===== src/rtl/password_ctrl_if.sv =====
// Keypad-password controller port bundle: switch/button inputs and decoder/status outputs.
interface password_ctrl_if;
  logic [3:0] digit_in;
  logic       enter;
  logic       clear;
  logic [3:0] bcd3;
  logic [3:0] bcd2;
  logic [3:0] bcd1;
  logic [3:0] bcd0;
  logic       unlocked;
  logic       error;
  logic       locked;
  logic [1:0] tries_left;

  modport master (
    output digit_in, enter, clear,
    input  bcd3, bcd2, bcd1, bcd0, unlocked, error, locked, tries_left
  );

  modport slave (
    input  digit_in, enter, clear,
    output bcd3, bcd2, bcd1, bcd0, unlocked, error, locked, tries_left
  );
endinterface


===== src/rtl/password_ctrl.sv =====
// Keypad-password sequencer: collects four BCD digits, compares them against CODE,
// and handles error display and timed lockout after repeated failures.
module password_ctrl #(
  parameter logic [15:0] CODE        = 16'h1234,
  parameter int          MAX_TRIES   = 3,
  parameter int          SHOW_CYCLES = 50_000_000,
  parameter int          LOCK_CYCLES = 500_000_000
) (
  input  logic             clk,
  input  logic             rst_n,
  password_ctrl_if.slave   p
);

  localparam logic [2:0] ST_ENTRY   = 3'd0;
  localparam logic [2:0] ST_CHECK   = 3'd1;
  localparam logic [2:0] ST_OPEN    = 3'd2;
  localparam logic [2:0] ST_FAIL    = 3'd3;
  localparam logic [2:0] ST_LOCKOUT = 3'd4;

  // One shared timer sized for the longer of the two hold periods.
  localparam int MAXC = (SHOW_CYCLES > LOCK_CYCLES) ? SHOW_CYCLES : LOCK_CYCLES;
  localparam int TW   = (MAXC > 1) ? $clog2(MAXC) : 1;
  localparam logic [TW-1:0] SHOW_END = TW'(SHOW_CYCLES - 1);
  localparam logic [TW-1:0] LOCK_END = TW'(LOCK_CYCLES - 1);
  localparam logic [1:0]    TRIES0   = 2'(MAX_TRIES);

  logic [2:0]    state;
  logic [15:0]   code_buf;   // doubles as the four decoder nibbles
  logic [2:0]    cnt;
  logic [TW-1:0] timer;
  logic [1:0]    tries_left;
  logic          unlocked, error, locked;
  logic          enter_q, clear_q;
  logic          enter_pe, clear_pe;

  // Presses are rising edges against the registered copy; copies reset high so a
  // button held through reset has to be released before it registers.
  assign enter_pe = p.enter & ~enter_q;
  assign clear_pe = p.clear & ~clear_q;

  assign p.bcd3       = code_buf[15:12];
  assign p.bcd2       = code_buf[11:8];
  assign p.bcd1       = code_buf[7:4];
  assign p.bcd0       = code_buf[3:0];
  assign p.unlocked   = unlocked;
  assign p.error      = error;
  assign p.locked     = locked;
  assign p.tries_left = tries_left;

  // Button edge-detect history.
  always_ff @(posedge clk or negedge rst_n) begin
    if (!rst_n) begin
      enter_q <= 1'b1;
      clear_q <= 1'b1;
    end else begin
      enter_q <= p.enter;
      clear_q <= p.clear;
    end
  end

  // Main sequencer: state, entry buffer, timer, failure tracking and status flags.
  always_ff @(posedge clk or negedge rst_n) begin
    if (!rst_n) begin
      state      <= ST_ENTRY;
      code_buf   <= 16'hFFFF;
      cnt        <= 3'd0;
      timer      <= '0;
      tries_left <= TRIES0;
      unlocked   <= 1'b0;
      error      <= 1'b0;
      locked     <= 1'b0;
    end else begin
      case (state)
        ST_ENTRY: begin
          // Clear beats a simultaneous enter; non-decimal digits are dropped.
          if (clear_pe) begin
            code_buf <= 16'hFFFF;
            cnt      <= 3'd0;
          end else if (enter_pe && (p.digit_in <= 4'd9)) begin
            code_buf <= {code_buf[11:0], p.digit_in};
            cnt      <= cnt + 3'd1;
            if (cnt == 3'd3) state <= ST_CHECK;
          end
        end
        ST_CHECK: begin
          cnt <= 3'd0;
          if (code_buf == CODE) begin
            state      <= ST_OPEN;
            unlocked   <= 1'b1;
            tries_left <= TRIES0;
          end else if (tries_left <= 2'd1) begin
            state      <= ST_LOCKOUT;
            locked     <= 1'b1;
            tries_left <= 2'd0;
            code_buf   <= 16'hAAAA;
            timer      <= '0;
          end else begin
            state      <= ST_FAIL;
            error      <= 1'b1;
            tries_left <= tries_left - 2'd1;
            code_buf   <= 16'hFFFF;
            timer      <= '0;
          end
        end
        ST_OPEN: begin
          if (clear_pe) begin
            state    <= ST_ENTRY;
            unlocked <= 1'b0;
            code_buf <= 16'hFFFF;
          end
        end
        ST_FAIL: begin
          if (timer == SHOW_END) begin
            state    <= ST_ENTRY;
            error    <= 1'b0;
            code_buf <= 16'hFFFF;
          end else begin
            timer <= timer + TW'(1);
          end
        end
        ST_LOCKOUT: begin
          if (timer == LOCK_END) begin
            state      <= ST_ENTRY;
            locked     <= 1'b0;
            tries_left <= TRIES0;
            code_buf   <= 16'hFFFF;
          end else begin
            timer <= timer + TW'(1);
          end
        end
        default: begin
          state <= ST_ENTRY;
        end
      endcase
    end
  end

endmodule


===== src/flat_wrapper.sv =====
// flat-port wrapper written by rule: the top's interface ports become plain ports
module password_ctrl_flat 
#(
  parameter logic [15:0] CODE        = 16'h1234,
  parameter int          MAX_TRIES   = 3,
  parameter int          SHOW_CYCLES = 50_000_000,
  parameter int          LOCK_CYCLES = 500_000_000
)
  (clk, rst_n, p_digit_in, p_enter, p_clear, p_bcd3, p_bcd2, p_bcd1, p_bcd0, p_unlocked, p_error, p_locked, p_tries_left);
  password_ctrl_if p_i ();
  input  logic clk;
  input  logic rst_n;
  input wire logic [$bits(p_i.digit_in)-1:0] p_digit_in;
  input wire logic [$bits(p_i.enter)-1:0] p_enter;
  input wire logic [$bits(p_i.clear)-1:0] p_clear;
  output wire logic [$bits(p_i.bcd3)-1:0] p_bcd3;
  output wire logic [$bits(p_i.bcd2)-1:0] p_bcd2;
  output wire logic [$bits(p_i.bcd1)-1:0] p_bcd1;
  output wire logic [$bits(p_i.bcd0)-1:0] p_bcd0;
  output wire logic [$bits(p_i.unlocked)-1:0] p_unlocked;
  output wire logic [$bits(p_i.error)-1:0] p_error;
  output wire logic [$bits(p_i.locked)-1:0] p_locked;
  output wire logic [$bits(p_i.tries_left)-1:0] p_tries_left;
  assign p_i.digit_in = p_digit_in;
  assign p_i.enter = p_enter;
  assign p_i.clear = p_clear;
  assign p_bcd3 = p_i.bcd3;
  assign p_bcd2 = p_i.bcd2;
  assign p_bcd1 = p_i.bcd1;
  assign p_bcd0 = p_i.bcd0;
  assign p_unlocked = p_i.unlocked;
  assign p_error = p_i.error;
  assign p_locked = p_i.locked;
  assign p_tries_left = p_i.tries_left;
  password_ctrl #(.CODE(CODE), .MAX_TRIES(MAX_TRIES), .SHOW_CYCLES(SHOW_CYCLES), .LOCK_CYCLES(LOCK_CYCLES)) u_core (.clk(clk), .rst_n(rst_n), .p(p_i));
endmodule

===== config.mk =====
export PLATFORM = sky130hd
export DESIGN_NAME = password_ctrl_flat
export DESIGN_NICKNAME = d
export VERILOG_FILES = /design/src/rtl/password_ctrl_if.sv /design/src/rtl/password_ctrl.sv /design/src/flat_wrapper.sv
export SDC_FILE = /design/constraint.sdc
export NUM_CORES = 1
export LEC_CHECK = 0
export BUFFER_PORTS_ARGS = -buffer_cell sky130_fd_sc_hd__buf_4
export CAP_MARGIN = 10
export CORE_AREA = 2 2 94 96
export CTS_CLUSTER_DIAMETER = 200
export CTS_CLUSTER_SIZE = 10
export DETAILED_ROUTE_END_ITERATION = 10
export DIE_AREA = 0 0 96 98
export PLACE_DENSITY_LB_ADDON = 0.25
export SLEW_MARGIN = 5
export SYNTH_ARGS = -nofsm -noshare
export SYNTH_HDL_FRONTEND = slang
export SYNTH_SLANG_ARGS = --single-unit

===== constraint.sdc =====
create_clock -name clk -period 6.8 [get_ports clk]
set_input_delay 2.04 -clock clk [delete_from_list [all_inputs] [get_ports clk]]
set_output_delay 2.04 -clock clk [all_outputs]
set_load 0.01 [all_outputs]

* After elaboration in Yosys (flattened, before gate mapping)
Cells that the tools add are included.
** Storage, ports and cells
- Register bits after elaboration :: 58
- Bits in latches :: 0
- Bits in writable memories :: 0
- Memory bits (read-only) :: 0
- Bits of input ports :: 8
- Output and inout bits :: 21
- Word-level logic and storage cells :: 95
- Memories kept :: 0
** Cells by class
- Add/sub/neg operators :: 3
- $mul :: 0
- Div/mod/pow operators :: 0
- Order comparisons :: 2
- Eq/ne operators :: 21
- Shift-type cells :: 0
- Mux-type cells :: 39
- Bitwise operators :: 4
- Reduce and logical (&&, ||, !) cells :: 16
** Operators by type and width (number)
- $mux 16 :: 6
- $mux 29 :: 3
- $pmux 29 s3 :: 1
- $pmux 16 s5 :: 1
- $mux 3 :: 10
- $add 29x1->29 const B :: 1
- $eq 29x26->1 const B :: 1
- $eq 29x29->1 const B :: 1
- $eq 16x13->1 const B :: 1
- $mux 15 :: 1
- $pmux 3 s5 :: 1
- $ne 2x1->1 const B :: 7
- $reduce_and 4->1 :: 3
- $reduce_and 6->1 :: 2
- $ne 2x2->1 const B :: 5
- $eq 3x2->1 const B :: 3
- $mux 1 :: 8
- $reduce_bool 2->1 :: 4
- $mux 2 :: 3
- $pmux 1 s2 :: 3
- $pmux 3 s2 :: 1
- $reduce_bool 5->1 :: 1
- $le 4x4->1 const B :: 1
- $pmux 2 s2 :: 1
- 13 further kinds :: 16

* Depth between registers and ports, before layout
Gate-level depths: netlist of run 1.
- Depth in word-level cells :: 6
- Depth in mapped cells :: 9
- Gate-level depth less buffers :: 6

* Worst setup path after synthesis of run 1
OpenSTA, ideal clock, no wires.
- Kind :: input to register
- From :: in p_clear
- To :: reg u_core.code_buf[12]
- Library setup time :: 0.082 ns
- Arrival :: 3.218 ns
- Required time :: 6.718 ns
- Slack :: 3.499 ns
- Cell stages on the path :: 7
- Path buffers :: 2
- Cells stage by stage :: nand2b_1 > nand2_1 > o32a_1 > o211a_1 > buf_6 > buf_12 > mux2_4
** On the way
- Word-level cells in the longest chain between the ends :: 3
- Elaborated cells on any way between the ends :: 6
- Classes of those cells :: eq/ne: 2; mux: 2; bitwise: 1; reduce/logical: 1
** RTL lines
- from (decl) :: RTL line flat_wrapper.sv:15 : input wire logic [$bits(p_i.clear)-1:0] p_clear;
- $and 1x1->1 (*) :: RTL line password_ctrl.sv:39 : assign clear_pe = p.clear & ~clear_q;
- $ne 3x1->1 (no line), or another cell as far along
- $reduce_and 6->1 (no line) / $pmux 16 s5 (equally long branches)
- to (signal assigned) :: RTL line password_ctrl.sv:80 : code_buf <= {code_buf[11:0], p.digit_in};
- to (decl) :: RTL line password_ctrl.sv:28 : logic [15:0] code_buf;
Every way passes the cells marked *; elsewhere a longest branch is shown, timed or not.
A chain may end at the register's enable or synchronous reset.

* Worst setup path in the final report of run 1
- From :: reg u_core.timer[0]
- To :: reg u_core.code_buf[10]
** On the way
- Word-level cells in the longest chain between the ends :: 3
- Elaborated cells on any way between the ends :: 5
- Classes of those cells :: eq/ne: 4; reduce/logical: 1
** RTL lines
- from (decl) :: RTL line password_ctrl.sv:30 : logic [TW-1:0] timer;
- from (signal assigned) :: RTL line password_ctrl.sv:118 : timer <= timer + TW'(1);
- from (signal assigned) :: RTL line password_ctrl.sv:128 : timer <= timer + TW'(1);
- $eq 29x29->1 / $eq 29x26->1 (equally long branches) :: RTL line password_ctrl.sv:122, password_ctrl.sv:113
- $ne 2x1->1 (no line)
- $reduce_and 6->1 (no line) (*)
Marks and branches as above.

==> results of run 1 <==
==> layout by cell type (no fill, tap or decap), types with 12 or more instances in the layout <==
master / n
dfstp_2: 20
dfrtp_1: 38
nand4_1: 16
o21ai_0: 21
o22ai_1: 17
nor2_1: 41
mux2i_1: 12
nand2_1: 31
inv_1: 34
buf_4: 31
a21oi_1: 24
==> area by class of cell <==
type | instances | area, sq um
timing repair buffer | 31 | 233
fill | 837 | 4540
sequential | 58 | 1480
inverter | 34 | 128
multi-input combinational | 277 | 1760
clock buffer | 10 | 149
clock inverter | 6 | 46.3
tap | 108 | 135
==> stage by stage <==
stage	power [uW]	std cells	utilization (%)	setup slack (ns)	hold slack, ns
floorplan	356	389	-	3.50	0.476
global placement	367	508	44.0	2.95	0.463
detailed placement	367	508	44.0	2.95	0.466
CTS	686	524	46.3	3.24	0.476
global route	708	524	46.3	3.00	0.509
finish	677	524	46.3	3.19	0.475
==> registers in the layout, summed over array words and instances, names as in the netlist, 2 cells and up <==
| signal | count |
|---|---|
| u_core.cnt | 3 |
| u_core.timer | 29 |
| u_core.p.tries_left | 2 |
| u_core.state | 3 |
| u_core.code_buf | 16 |
==> how the worst min path moves through the flow <==
| stage | from | end | slack (ns) | cells past startpoint |
|---|---|---|---|---|
| after floorplan | u_core.code_buf[15]$_DFFE_PN1P_ | u_core.code_buf[15]$_DFFE_PN1P_ | 0.48 | 2 |
| after global placement | u_core.code_buf[15]$_DFFE_PN1P_ | u_core.code_buf[15]$_DFFE_PN1P_ | 0.46 | 2 |
| after detailed placement | u_core.code_buf[15]$_DFFE_PN1P_ | u_core.code_buf[15]$_DFFE_PN1P_ | 0.47 | 2 |
| after CTS | u_core.code_buf[15]$_DFFE_PN1P_ | u_core.code_buf[15]$_DFFE_PN1P_ | 0.48 | 2 |
| after global routing | u_core.code_buf[15]$_DFFE_PN1P_ | u_core.code_buf[15]$_DFFE_PN1P_ | 0.51 | 2 |
| final | u_core.code_buf[15]$_DFFE_PN1P_ | u_core.code_buf[15]$_DFFE_PN1P_ | 0.48 | 2 |
==> metal layers <==
layer | track usage (%) | wire, microns
met5 | 0 | 0
met3 | 5.02 | 441
met4 | 6.48 | 133
met2 | 30.7 | 4300
met1 | 29.0 | 4120
==> critical path, cell delays in order, from the launching register on <==
cell	delay [ns]
dfrtp_1	0.39
ha_1	0.25
nand4_1	0.38
or4_1	0.70
o21ai_4	0.63
o211a_1	0.77
mux2_2	0.41
==> report_power, final <==
part           internal [uW]  switching (uW)  total (uW)
registers                346           0.155         347
clock network            157             160         317
logic                   3.88            10.1        14.0
total                    507             170         677
==> cells by family (layout without fill, tap and decap cells) <==
family | Yosys count | after routing | share of synthesized area (%)
AO/OA/AOI/OAI | 108 | 108 | 20.5
AND/OR/NAND/NOR | 143 | 143 | 22.0
adder cells (fa/ha/maj) | 3 | 3 | 1.08
XOR/XNOR | 1 | 1 | 0.253
buffers and inverters | 54 | 81 | 6.71
multiplexers | 22 | 22 | 6.93
flip-flops | 58 | 58 | 42.6
==> results.md, run 1 <==
- Setup TNS: 0 ns
- Clock sink total: 58
- Clock slew at reported path FFs: 0.07 ns
- Top-Level Pins: 29
- Area after DPL: 3730 sq um
- Die Y: 98 microns
- Area contributors post-synth: dfrtp_1 27%, dfstp_2 15%, nor2_1 4.4%, inv_1 3.7%, a21oi_1 3.5%
- # rows: 34
- Final ANT Viol Nets: 0
- Post-CTS Resized: 0
- CP max FO: 26
- Fin area: between 3000 and 4000 sq um
- Mapped Area: 3470 sq um
- Number of flops mapped to enable cells by yosys: 0
- RR Endpoint: u_core.code_buf[10]$_DFFE_PN1P_
- Initial core utilization: approximately 41%
- Routed vias/inst: 5.94
- Post-CTS Setup Repair Bufs: 0
- FF-to-FF path depth: 6
- Worst path required time: 7.08 ns
- Clock root buffer: clkbuf_8
- Layout cells sized above 1: 19.5%
- Post-synth top area cell: dfrtp_1
- CP Capture Point: u_core.code_buf[10]$_DFFE_PN1P_
- Launching point of the worst reg2reg path: u_core.timer[0]$_DFFE_PN0P_
- Remaining global-route overflow: 0
- Largest net degree at the start of global routing: 59
- Core Area: 8470 sq um
- Die ar.: ~9400 sq um
- Synth Flop Type: dfrtp_1
- Hpwl dp: between 6 and 7 mm
- Peak VDD IR: 0.0000816 V
- Period Utilization, post-route: 53.1%
- Post-synth top cells: 41 x nor2_1, 38 x dfrtp_1, 34 x inv_1
- Clock latency on the worst-skew pair: 0.36 ns
- Post-synth ARST share: 100%
- FF-to-FF setup slack: 3.19 ns
- Max frequency: 277 MHz
- Initial antenna violation count: 0
- P_leak: 0.00169 uW
- CP Launch Point: u_core.timer[0]$_DFFE_PN0P_
- Pwr/cell area: roughly 170 nW/um^2
- Vias in the first global route: 2,888
- Placer Congestion: 0.807
- TritonCTS clock tree: done
- TritonCTS buffer count: 9
- Initial DRC Count: 292
- Register area share after synthesis: 42.6%
- Synthesized instance count: 389
- Nets: 422
- Worst-Margin Slew: 0.909 ns
- Seq cells post-synth: 58
- Deepest clock path buffer count: 2
- Type of the worst min-delay path: register to register
- Worst Skew: 0.00948 ns
- Slew headroom: 39.2%
- Die X: 96 microns
- Syn nets: 400
- RSZ-0062 raised after global routing: false
- Syn-to-layout area delta: 13.2%
- Number of iterations in the first detailed-routing pass: 5
- Worst Path Class, Setup: register to register
- Count leader, synth: nor2_1
- Global-route wire length before repair: 14.9 mm
- Max-Cap Viols: 0
- WL per Instance: about 17 microns
- Synth warn: 0
- CP Data Arrival Time: 3.89 ns
- Avg Inst Size Synth: roughly 8.9 sq um
- Post-synth top area share: 27.4%
- Pins Over Slew Limit: 0
- Diode count: 0
- Min Tclk post-route: 3.61 ns
- Status: complete, no violations
- Critical path endpoint category: register
- # hold bufs at CTS: 0
- Count of input and output buffers: 28
- Htree depth: 3
- Final WL: around 9.0 mm
- Via count: between 3k and 4k
- Residual DRC count: 0
- CP Launch Type: register
- Setup Viol. Count Final: 0
- Total GRT Usage: 20.5%
- Endpoints failing hold: 0
- Netlist cell types: 57
(Power assumes the default switching activity.)
==> run 2: changes to the inputs <==
Clock period 6.8 ns to 3 ns, I/O delays scaled along.
==> run 2 against run 1 <==
Effect of this change: via count grew 1.0%; critical path type unchanged; critical path depth is the same; first-iteration DRC count shrank 17%; core utilization grew 1.3 points.
==> results.md, run 2 (synthesized netlist as in run 1, its figures left out) <==
- Hpwl dp: 6.38 mm (+4.7%)
- Post-CTS Resized: 0 (unchanged)
- Via count: 3,143 (+1.0%)
- Post-CTS Setup Repair Bufs: 0 (unchanged)
- Top Registers: u_core.timer x29, u_core.code_buf x16
- Number of iterations in the first detailed-routing pass: 5 (unchanged)
- Placer Congestion: 0.884 (+9.5%)
- CP max-delay cell: or4_1
- Switch share: 22.0% (-3.1 points)
- Diode count: 0 (unchanged)
- CP max FO: 13 (-50%)
- # hold bufs at CTS: 0 (unchanged)
- Reg with most FFs: u_core.timer
- Most frequent cells in the layout: 41 x nor2_1, 40 x buf_4, 38 x dfrtp_1, 34 x inv_1, 31 x nand2_1
- Max incr delay on CP: 0.61 ns (-0.16 ns)
- Period Utilization, post-route: 89.9% (+37 points)
- Setup Viol. Count Final: 0 (unchanged)
- Pins Over Slew Limit: 0 (unchanged)
- Syn-to-layout area delta: 16.4%
- Fin area: 4040 sq um (+2.8%)
- Share of total power in the clock network: 48.5% (+1.7 points)
- Min Tclk post-route: 2.70 ns (-0.915 ns)
- Htree depth: 3 (unchanged)
- Area after DPL: 3820 sq um (+2.3%)
- TritonCTS clock tree: done
- Nets: 432 (+2.4%)
- Worst path required time: 3.23 ns (-3.85 ns)
- Core Area: 8470 sq um (unchanged)
- Type of the worst min-delay path: register to register
- RSZ-0062 raised after global routing: false
- Slew headroom: 44.5% (+5.3 points)
- Cell Int Power: 1240 uW (+140%)
- Remaining global-route overflow: 0 (unchanged)
- Commonest non-fill, non-tap cell in the layout: nor2_1
- Clock sink total: 58 (unchanged)
- Total GRT Usage: 20.6% (+0.082 points)
- Placed Cells: 518 (+2.0%)
- Layout cells sized above 1: 21.1% (+1.7 points)
- Final Power: 1590 uW (+130%)
- Endpoints failing hold: 0 (unchanged)
- Clock root buffer: clkbuf_8
- Worst Path Class, Setup: register to register
- Deepest clock path buffer count: 2 (unchanged)
- Critical path endpoint category: register
- Die Y: 98 microns (unchanged)
- Initial DRC Count: 243 (-17%)
- Seq pwr share: 49.4% (-1.8 points)
- Fin cells: 534 (+1.9%)
- Seq. cell area: 1480 sq um (unchanged)
- Initial core utilization: 40.9% (unchanged)
- Worst Skew: 0.0122 ns (+0.00269 ns)
- Clock slew at reported path FFs: 0.07 ns (about the same)
- Max-Cap Viols: 0 (unchanged)
- Peak VDD IR: 0.000184 V (+130%)
- Residual DRC count: 0 (unchanged)
- Number of flip-flops in the largest register: 29 (unchanged)
- Worst-Margin Slew: 0.830 ns (-0.0790 ns)
- Initial antenna violation count: 0 (unchanged)
- Global-route wire length before repair: 15.0 mm (+0.60%)
- CP Data Arrival Time: 2.93 ns (-0.96 ns)
- Count of input and output buffers: 28 (unchanged)
- TritonCTS buffer count: 9 (unchanged)
- # rows: 34 (unchanged)
- CP Launch Type: register
- Routed vias/inst: 5.89 (-0.86%)
- Die X: 96 microns (unchanged)
- Clock latency on the worst-skew pair: 0.35 ns (about the same)
- Fill cell count: 800 (-4.4%)
- Psw: 350 uW (+110%)
- Largest net degree at the start of global routing: 59 (unchanged)
- Multi-input gate area: 1760 sq um (unchanged)
- Final WL: 9.16 mm (+1.8%)
- Vias in the first global route: 2,941 (+1.8%)
- Die ar.: 9410 sq um (unchanged)
- Top-Level Pins: 29 (unchanged)
- Status: complete, no violations
- Util after Layout: 47.7% (+1.3 points)
- Max frequency: 371 MHz (+34%)
- P_leak: 0.00176 uW (+4.0%)
- CP Cell Sequence: or4b_1 > or4_1 > o21ai_4 > buf_4 > a21boi_1 > a22o_2
- Final ANT Viol Nets: 0 (unchanged)
- Comb pwr share: 2.1% (about the same)
- WL per Instance: 17.2 microns (-0.13%)
- Pwr/cell area: 394 nW/um^2 (+130%)
- Setup TNS: 0 ns (unchanged)
## run 2: routing by layer
metal / share of wire [%] / track usage [%] / vias up
li1: - / - / 1502
met1: 47 / 30.5 / 1547
met2: 47 / 29.1 / 87
met3: 5.3 / 5.17 / 7
met4: 0.82 / 6.70 / 0
met5: 0 / 0 / -
## run 2: layout make-up
type                            instances  share of cell area (%)
Multi-Input combinational cell        277                    43.5
Sequential cell                        58                    36.6
Timing Repair Buffer                   41                    7.94
Clock buffer                           14                    5.09
Tap cell                              108                    3.35
Inverter                               34                    3.16
Clock inverter                          2                   0.341
## run 2: path summary, 6_finish.rpt
path	start	end	slack (ns)	cells past startpoint
max	u_core.timer[26]$_DFFE_PN0P_	u_core.timer[11]$_DFFE_PN0P_	0.30	6
min	u_core.code_buf[13]$_DFFE_PN1P_	u_core.code_buf[13]$_DFFE_PN1P_	0.48	2
max reg2reg	u_core.timer[26]$_DFFE_PN0P_	u_core.timer[11]$_DFFE_PN0P_	0.30	6
max in group asynchronous	rst_n	u_core.timer[6]$_DFFE_PN0P_	1.87	1
min reg2reg	u_core.code_buf[13]$_DFFE_PN1P_	u_core.code_buf[13]$_DFFE_PN1P_	0.48	2
min in group asynchronous	rst_n	u_core.p.locked$_DFFE_PN0P_	0.59	1
## run 2: worst max-delay path: cells and delay by family, from the launching register on
kind	cells	cell delay (ns)
AND/OR/NAND/NOR	2	1.16
AO/OA/AOI/OAI	3	0.78
flip-flops	1	0.42
buffers and inverters	1	0.22
## run 2: power groups by stage
stage                     logic [uW]  clock network (uW)  registers [uW]
final                           33.1                 772             786
after global routing            38.4                 828             786
after CTS                       34.6                 789             786
after detailed placement        34.6                   0             800
after global placement          34.1                   0             799
after floorplan                 7.72                   0             800
## run 2: through the flow
stage / hold WS, ns / setup slack, ns
2_1_floorplan: 0.476 / 0.378
3_3_place_gp: 0.464 / 0.360
3_5_place_dp: 0.467 / 0.323
4_1_cts: 0.478 / 0.322
5_1_grt: 0.492 / 0.197
6_report: 0.479 / 0.304
